===== config.mk =====
export PLATFORM = sky130hd
export DESIGN_NAME = nabp_projection_filter_flat
export DESIGN_NICKNAME = d
export VERILOG_FILES = /design/src/rtl/nabp_filter_pkg.sv /design/src/rtl/nabp_projection_filter_if.sv /design/src/rtl/nabp_fir_mac.sv /design/src/rtl/nabp_projection_filter.sv /design/src/flat_wrapper.sv
export SDC_FILE = /design/constraint.sdc
export NUM_CORES = 1
export LEC_CHECK = 0
export BUFFER_PORTS_ARGS = -buffer_cell sky130_fd_sc_hd__buf_4
export CAP_MARGIN = 25
export CORE_MARGIN = 2
export CORE_UTILIZATION = 30
export DETAILED_ROUTE_END_ITERATION = 7
export PLACE_DENSITY = 0.44
export RECOVER_POWER = 25
export SYNTH_ARGS = -nofsm -noshare
export SYNTH_HDL_FRONTEND = slang
export SYNTH_SLANG_ARGS = --single-unit

===== constraint.sdc =====
create_clock -name clk -period 11.2 [get_ports clk]
set_input_delay 3.36 -clock clk [delete_from_list [all_inputs] [get_ports clk]]
set_output_delay 3.36 -clock clk [all_outputs]
set_load 0.03 [all_outputs]

===== src/rtl/nabp_filter_pkg.sv =====
// rtl/nabp_filter_pkg.sv - shared state type, kernel coefficients and helpers for the projection filter
package nabp_filter_pkg;

    typedef enum logic [1:0] {
        ST_IDLE  = 2'd0,
        ST_FILL  = 2'd1,
        ST_FLUSH = 2'd2
    } filt_state_e;

    // Ram-Lak kernel for 7 taps in Q.11, round-to-nearest; symmetric so tap order is immaterial
    localparam int RAMP_COEF [7] = '{-23, 0, -208, 512, -208, 0, -23};

    function automatic int half_of(input int taps);
        return (taps - 1) / 2;
    endfunction

endpackage


===== src/rtl/nabp_projection_filter_if.sv =====
// rtl/nabp_projection_filter_if.sv - sample-in / filtered-out bundle of the projection filter
interface nabp_projection_filter_if #(
    parameter int DATA_WIDTH  = 12,
    parameter int OUT_WIDTH   = 16,
    parameter int LINE_LENGTH = 16
);
    localparam int S_W = $clog2(LINE_LENGTH);

    logic                        in_valid;
    logic                        in_first;
    logic [DATA_WIDTH-1:0]       in_data;
    logic                        in_ready;
    logic                        out_valid;
    logic [S_W-1:0]              out_s;
    logic                        out_last;
    logic signed [OUT_WIDTH-1:0] out_data;
    logic                        busy;
    logic                        err;

    modport master (
        output in_valid, in_first, in_data,
        input  in_ready, out_valid, out_s, out_last, out_data, busy, err
    );

    modport slave (
        input  in_valid, in_first, in_data,
        output in_ready, out_valid, out_s, out_last, out_data, busy, err
    );

endinterface


===== src/rtl/nabp_fir_mac.sv =====
// rtl/nabp_fir_mac.sv - tap shift register and 3-stage multiply / add / round-saturate pipeline
module nabp_fir_mac
    import nabp_filter_pkg::*;
#(
    parameter int DATA_WIDTH = 12,
    parameter int OUT_WIDTH  = 16,
    parameter int COEF_WIDTH = 12,
    parameter int COEF_FRAC  = 11,
    parameter int TAPS       = 7,
    parameter int TAG_WIDTH  = 4
) (
    input  logic                        clk,
    input  logic                        reset,
    input  logic                        shift_en,
    input  logic                        clear_taps,
    input  logic                        flush_pipe,
    input  logic                        emit,
    input  logic [DATA_WIDTH-1:0]       sample,
    input  logic [TAG_WIDTH-1:0]        tag,
    output logic                        out_valid,
    output logic [TAG_WIDTH-1:0]        out_tag,
    output logic signed [OUT_WIDTH-1:0] out_data,
    output logic                        busy
);
    localparam int PROD_W = DATA_WIDTH + 1 + COEF_WIDTH;
    localparam int SUM_W  = PROD_W + $clog2(TAPS);
    localparam logic signed [SUM_W-1:0] ROUND_BIAS = SUM_W'(2 ** (COEF_FRAC - 1));
    localparam logic signed [SUM_W-1:0] SAT_MAX    = SUM_W'(2 ** (OUT_WIDTH - 1) - 1);
    localparam logic signed [SUM_W-1:0] SAT_MIN    = -SAT_MAX - SUM_W'(1);

    logic [DATA_WIDTH-1:0]       taps_q [TAPS];
    logic [DATA_WIDTH-1:0]       taps_d [TAPS];
    logic signed [PROD_W-1:0]    prod_q [TAPS];
    logic signed [PROD_W-1:0]    prod_d [TAPS];
    logic signed [SUM_W-1:0]     sum_q, sum_d, rounded;
    logic signed [OUT_WIDTH-1:0] data_q, data_d, sat;
    logic [TAG_WIDTH-1:0]        tag0_q, tag0_d, tag1_q, tag1_d, tag2_q, tag2_d, tag3_q, tag3_d;
    logic                        v0_q, v0_d, v1_q, v1_d, v2_q, v2_d, v3_q, v3_d;

    always_comb begin
        taps_d = taps_q;
        if (shift_en) begin
            for (int i = TAPS - 1; i > 0; i--) begin
                taps_d[i] = clear_taps ? '0 : taps_q[i-1];
            end
            taps_d[0] = sample;
        end

        for (int i = 0; i < TAPS; i++) begin
            prod_d[i] = PROD_W'($signed({1'b0, taps_q[i]})) * PROD_W'(RAMP_COEF[i]);
        end

        sum_d = '0;
        for (int i = 0; i < TAPS; i++) begin
            sum_d = sum_d + SUM_W'(prod_q[i]);
        end

        // round half up: bias then floor via arithmetic shift
        rounded = (sum_q + ROUND_BIAS) >>> COEF_FRAC;
        if (rounded > SAT_MAX) begin
            sat = OUT_WIDTH'(SAT_MAX);
        end else if (rounded < SAT_MIN) begin
            sat = OUT_WIDTH'(SAT_MIN);
        end else begin
            sat = OUT_WIDTH'(rounded);
        end

        data_d = data_q;
        tag3_d = tag3_q;
        if (v2_q) begin
            data_d = sat;
            tag3_d = tag2_q;
        end

        // an abort kills everything already in flight; the new line's first shift never emits
        v0_d   = emit;
        v1_d   = v0_q & ~flush_pipe;
        v2_d   = v1_q & ~flush_pipe;
        v3_d   = v2_q & ~flush_pipe;
        tag0_d = emit ? tag : tag0_q;
        tag1_d = tag0_q;
        tag2_d = tag1_q;
    end

    always_ff @(posedge clk) begin
        if (reset) begin
            for (int i = 0; i < TAPS; i++) begin
                taps_q[i] <= '0;
                prod_q[i] <= '0;
            end
            sum_q  <= '0;
            data_q <= '0;
            tag0_q <= '0;
            tag1_q <= '0;
            tag2_q <= '0;
            tag3_q <= '0;
            v0_q   <= 1'b0;
            v1_q   <= 1'b0;
            v2_q   <= 1'b0;
            v3_q   <= 1'b0;
        end else begin
            taps_q <= taps_d;
            prod_q <= prod_d;
            sum_q  <= sum_d;
            data_q <= data_d;
            tag0_q <= tag0_d;
            tag1_q <= tag1_d;
            tag2_q <= tag2_d;
            tag3_q <= tag3_d;
            v0_q   <= v0_d;
            v1_q   <= v1_d;
            v2_q   <= v2_d;
            v3_q   <= v3_d;
        end
    end

    assign out_valid = v3_q;
    assign out_tag   = tag3_q;
    assign out_data  = data_q;
    assign busy      = v0_q | v1_q | v2_q | v3_q;

endmodule


===== src/rtl/nabp_projection_filter.sv =====
// rtl/nabp_projection_filter.sv - streaming ramp FIR over one projection line with edge zero padding
module nabp_projection_filter
    import nabp_filter_pkg::*;
#(
    parameter int DATA_WIDTH  = 12,
    parameter int OUT_WIDTH   = 16,
    parameter int COEF_WIDTH  = 12,
    parameter int COEF_FRAC   = 11,
    parameter int TAPS        = 7,
    parameter int LINE_LENGTH = 16
) (
    input  logic                   clk,
    input  logic                   reset,
    nabp_projection_filter_if.slave bus
);
    localparam int HALF = half_of(TAPS);
    localparam int S_W  = $clog2(LINE_LENGTH);
    localparam int K_W  = $clog2(LINE_LENGTH + HALF + 1);

    filt_state_e                 state_q, state_d;
    logic [K_W-1:0]              k_q, k_d;
    logic                        err_q, err_d;
    logic                        in_ready, accept;
    logic                        shift_en, clear_taps, flush_pipe, emit;
    logic [DATA_WIDTH-1:0]       sample;
    logic [S_W-1:0]              tag;
    logic                        mac_valid, mac_busy;
    logic [S_W-1:0]              mac_tag;
    logic signed [OUT_WIDTH-1:0] mac_data;

    // k counts shift events of the current line (accepts plus trailing zero injections)
    always_comb begin
        state_d    = state_q;
        k_d        = k_q;
        err_d      = 1'b0;
        shift_en   = 1'b0;
        clear_taps = 1'b0;
        flush_pipe = 1'b0;
        sample     = bus.in_data;
        in_ready   = (state_q != ST_FLUSH);
        accept     = bus.in_valid && in_ready;

        unique case (state_q)
            ST_IDLE: begin
                if (accept) begin
                    if (bus.in_first) begin
                        clear_taps = 1'b1;
                        shift_en   = 1'b1;
                        k_d        = K_W'(1);
                        state_d    = ST_FILL;
                    end else begin
                        err_d = 1'b1;
                    end
                end
            end
            ST_FILL: begin
                if (accept) begin
                    shift_en = 1'b1;
                    if (bus.in_first) begin
                        err_d      = 1'b1;
                        flush_pipe = 1'b1;
                        clear_taps = 1'b1;
                        k_d        = K_W'(1);
                    end else begin
                        k_d = k_q + K_W'(1);
                        if (k_d == K_W'(LINE_LENGTH)) begin
                            state_d = ST_FLUSH;
                        end
                    end
                end
            end
            ST_FLUSH: begin
                shift_en = 1'b1;
                sample   = '0;
                k_d      = k_q + K_W'(1);
                if (k_d == K_W'(LINE_LENGTH + HALF)) begin
                    state_d = ST_IDLE;
                end
            end
            default: state_d = ST_IDLE;
        endcase

        emit = shift_en && (k_d > K_W'(HALF));
        tag  = S_W'(k_d - K_W'(HALF + 1));
    end

    always_ff @(posedge clk) begin
        if (reset) begin
            state_q <= ST_IDLE;
            k_q     <= '0;
            err_q   <= 1'b0;
        end else begin
            state_q <= state_d;
            k_q     <= k_d;
            err_q   <= err_d;
        end
    end

    nabp_fir_mac #(
        .DATA_WIDTH (DATA_WIDTH),
        .OUT_WIDTH  (OUT_WIDTH),
        .COEF_WIDTH (COEF_WIDTH),
        .COEF_FRAC  (COEF_FRAC),
        .TAPS       (TAPS),
        .TAG_WIDTH  (S_W)
    ) u_mac (
        .clk        (clk),
        .reset      (reset),
        .shift_en   (shift_en),
        .clear_taps (clear_taps),
        .flush_pipe (flush_pipe),
        .emit       (emit),
        .sample     (sample),
        .tag        (tag),
        .out_valid  (mac_valid),
        .out_tag    (mac_tag),
        .out_data   (mac_data),
        .busy       (mac_busy)
    );

    assign bus.in_ready  = in_ready;
    assign bus.out_valid = mac_valid;
    assign bus.out_s     = mac_tag;
    assign bus.out_last  = mac_valid && (mac_tag == S_W'(LINE_LENGTH - 1));
    assign bus.out_data  = mac_data;
    assign bus.busy      = (state_q != ST_IDLE) || mac_busy;
    assign bus.err       = err_q;

endmodule

===== src/flat_wrapper.sv =====
// flat-port wrapper written by rule: the top's interface ports become plain ports
module nabp_projection_filter_flat import nabp_filter_pkg::*;
#(
    parameter int DATA_WIDTH  = 12,
    parameter int OUT_WIDTH   = 16,
    parameter int COEF_WIDTH  = 12,
    parameter int COEF_FRAC   = 11,
    parameter int TAPS        = 7,
    parameter int LINE_LENGTH = 16
)
  (clk, reset, bus_in_valid, bus_in_first, bus_in_data, bus_in_ready, bus_out_valid, bus_out_s, bus_out_last, bus_out_data, bus_busy, bus_err);
  nabp_projection_filter_if #(.DATA_WIDTH(DATA_WIDTH), .OUT_WIDTH(OUT_WIDTH), .LINE_LENGTH(LINE_LENGTH)) bus_i ();
  input  logic clk;
  input  logic reset;
  input wire logic [$bits(bus_i.in_valid)-1:0] bus_in_valid;
  input wire logic [$bits(bus_i.in_first)-1:0] bus_in_first;
  input wire logic [$bits(bus_i.in_data)-1:0] bus_in_data;
  output wire logic [$bits(bus_i.in_ready)-1:0] bus_in_ready;
  output wire logic [$bits(bus_i.out_valid)-1:0] bus_out_valid;
  output wire logic [$bits(bus_i.out_s)-1:0] bus_out_s;
  output wire logic [$bits(bus_i.out_last)-1:0] bus_out_last;
  output wire logic [$bits(bus_i.out_data)-1:0] bus_out_data;
  output wire logic [$bits(bus_i.busy)-1:0] bus_busy;
  output wire logic [$bits(bus_i.err)-1:0] bus_err;
  assign bus_i.in_valid = bus_in_valid;
  assign bus_i.in_first = bus_in_first;
  assign bus_i.in_data = bus_in_data;
  assign bus_in_ready = bus_i.in_ready;
  assign bus_out_valid = bus_i.out_valid;
  assign bus_out_s = bus_i.out_s;
  assign bus_out_last = bus_i.out_last;
  assign bus_out_data = bus_i.out_data;
  assign bus_busy = bus_i.busy;
  assign bus_err = bus_i.err;
  nabp_projection_filter #(.DATA_WIDTH(DATA_WIDTH), .OUT_WIDTH(OUT_WIDTH), .COEF_WIDTH(COEF_WIDTH), .COEF_FRAC(COEF_FRAC), .TAPS(TAPS), .LINE_LENGTH(LINE_LENGTH)) u_core (.clk(clk), .reset(reset), .bus(bus_i));
endmodule

==> reports/metrics.cfg <==
[synthesis]
yosysMostFrequentCell=ha_1
synth_top_cell_by_area=dfxtp_1
netlist_area_um2=15000
ys_ff_latch=232
syn_nets=1950
synth.top_cell.area_share=0.311
ys_warn_count=0
yosys-top-cells-count=ha_1 (235), dfxtp_1 (232), inv_1 (216)
synthFlopType=dfxtp_1
syn_area_per_cell_um2=9.18
async_flop_share=0
synth.area.top_cells=dfxtp_1 (31%), ha_1 (20%), fa_1 (9.4%)
synth_edf_count=0
synth_cell_types=75
synth_seq_area_share=0.311
synthesis.instances=1629

[sta]
slew_viol_final=0
period_needed_ns=5.88
finClkSkew_ns=0.00949
setup_ws_ns=5.32
max_freq_ghz=0.170
finalCritPeriodShare=0.525
maxSlewHeadroom=0.0560
fin_tns_setup_ns=0
hold_viol=0
setup_viol=0
rsz0062_at_grt=false
tightest_slew_ns=1.42

[power]
swShare=0.288
powerDensity_nw_per_um2=131
leakage_nw=7.82
pwr-share-clk=0.410
ir_worst_vdd_mv=0.0993
p_int_mw=1.58
p_sw_mw=0.637
p_seq_frac=0.403
combPwrFrac=0.187

[clock_tree]
cts-htree-levels=1
clock_latency_ns=0.56
ctsHoldBuffers=0
cts_root_buf=clkbuf_16
cts_resized=0
post_cts_buffers=0
numCtsBuffers=27
clkTransAtPathRegs_ns=0.06
cts_tree=done
clk_path_buf_depth=3
cts.sinks=232

[detailed_routing]
drtAntennaViolNets=0
drtIter0Drc=360
drc=0
drt_pre_antenna_iters=5
drt_wl_total_um=34700
vias_per_cell=4.61
routedWlPerCell_um=14.8
vias=10800

[worst_setup_path]
crit_family=buffers and inverters
path_class=primary input to flip-flop
critical_path.cell_chain=clkbuf_1, o21ai_0, o21a_1, clkbuf_1, a21oi_1, nor2_1, nor2_2, ha_1, o21ai_0, o31ai_1, a31oi_2, mux2_2
slowest_stage=clkbuf_1
cpPeakStageDelay_ns=1.02
critical_path.endpoint_type=flip-flop
required_ns=11.64
cp_max_fo=29
worst-path-buf-inv=2
critPathLaunchType=primary input
crit_arrival_ns=6.33

[finish]
area_growth_pct=12.7
seq_area_um2=4640
nNetsFinal=1976
antenna_cells=0
drive_above_1_share=0.0669
multi_input_area_um2=9290
nFillCells=5146

[floorplan]
die_x_um=227
initial_utilization=0.305
fp.dieH_um=227
ioPinCount=41
die_area_um2=51600
std_cell_rows=81
core_um2=49100

[global_route]
gr-usage-all-layers=0.138
antenna_found_initial=0
overflow=0
grt_pass1_vias=10600
grt_max_degree=117
grt_pass1_wl_um=56600

[placed_design]
numPortBuffers=40
hpwl_um=27000
dp_slack_ns=4.76
gp_congestion=0.791

[flow_run]
max-cap-violations=0

[min_path]
hp-class=flip-flop to flip-flop

[status]
status=complete, no violations

==> placed cells by master, fill, tap and decap left out, types with 17 or more instances in the layout <==
master	count
o21a_1	17
nand3_1	29
a21o_1	24
a211oi_1	21
o21ai_0	55
inv_1	216
dfxtp_1	232
nor2_1	173
nand2_1	74
ha_1	235
buf_4	42
a21oi_1	82
clkbuf_16	27
nand2b_1	22
nor2b_1	39
xor2_1	39
xnor2_1	41
a22oi_1	29
a22o_1	23
nor3_1	26
fa_1	70
==> routing by layer <==
layer  track usage  vias to the layer above  routed length [um]
met1         0.192                     5079               17300
met2         0.228                       97               16000
met4        0.0278                        0                 574
met5             0                        -                   0
li1              -                     5570                   -
met3        0.0173                       36                 910
==> cell families (layout without fill, tap and decap cells) <==
group                    count (synthesis)  in the layout  synth area share
AO/OA/AOI/OAI                          326            326             0.148
XOR/XNOR                                80             80            0.0469
adder cells (fa/ha/maj)                305            305             0.290
buffers and inverters                  265            311            0.0681
flip-flops                             232            232             0.311
multiplexers                            12             12           0.00845
AND/OR/NAND/NOR                        409            409             0.127
==> power groups by stage <==
| stage | clock, mW | combinational, mW | sequential [mW] |
|---|---|---|---|
| after detailed placement | 0 | 0.419 | 0.913 |
| final | 0.907 | 0.414 | 0.893 |
| after CTS | 0.939 | 0.423 | 0.894 |
| after global placement | 0 | 0.417 | 0.913 |
| after global routing | 0.966 | 0.475 | 0.898 |
| after floorplan | 0 | 0.317 | 0.897 |
==> layout make-up <==
| cell class | instances | area share |
|---|---|---|
| Sequential cell | 232 | 0.276 |
| Clock inverter | 11 | 0.0101 |
| Clock buffer | 38 | 0.0437 |
| Tap cell | 664 | 0.0493 |
| Timing Repair Buffer | 46 | 0.0215 |
| Inverter | 216 | 0.0481 |
| Multi-Input combinational cell | 1132 | 0.552 |
==> path summary, 6_finish.rpt <==
| path | start | endpoint | slack (ns) | cells past startpoint |
|---|---|---|---|---|
| max reg2reg | u_core.u_mac.prod_q[104]$_SDFF_PP0_ | u_core.u_mac.sum_q[22]$_SDFF_PP0_ | 6.11 | 17 |
| min reg2reg | u_core.u_mac.tag1_q[2]$_SDFF_PP0_ | u_core.u_mac.tag2_q[2]$_SDFF_PP0_ | 0.43 | 1 |
| min | u_core.u_mac.tag1_q[2]$_SDFF_PP0_ | u_core.u_mac.tag2_q[2]$_SDFF_PP0_ | 0.43 | 1 |
| max | bus_in_first | u_core.u_mac.tag0_q[2]$_SDFFE_PP0P_ | 5.32 | 12 |
==> through the flow <==
step | instance area [um2] | power (mW) | utilization | instances | hold slack, ns
global route | 16800 | 2.34 | 0.343 | 2339 | 0.448
global placement | 15900 | 1.33 | 0.325 | 2289 | 0.418
floorplan | 15000 | 1.21 | - | 1629 | 0.414
finish | 16800 | 2.21 | 0.343 | 2339 | 0.433
detailed placement | 15900 | 1.33 | 0.325 | 2289 | 0.420
CTS | 16800 | 2.26 | 0.343 | 2338 | 0.433
==> flip-flops by register name, indices dropped and copies added (netlist names) <==
name / flops
u_core.u_mac.prod_q: 86
u_core.u_mac.taps_q: 84
u_core.u_mac.sum_q: 18
u_core.u_mac.out_data: 16
u_core.k_q: 5
u_core.u_mac.out_tag: 4
u_core.u_mac.tag0_q: 4
u_core.u_mac.tag1_q: 4
u_core.u_mac.tag2_q: 4
u_core.state_q: 2
u_core.bus.err: 1
u_core.u_mac.out_valid: 1
u_core.u_mac.v0_q: 1
u_core.u_mac.v1_q: 1
u_core.u_mac.v2_q: 1
(Power assumes the default switching activity.)
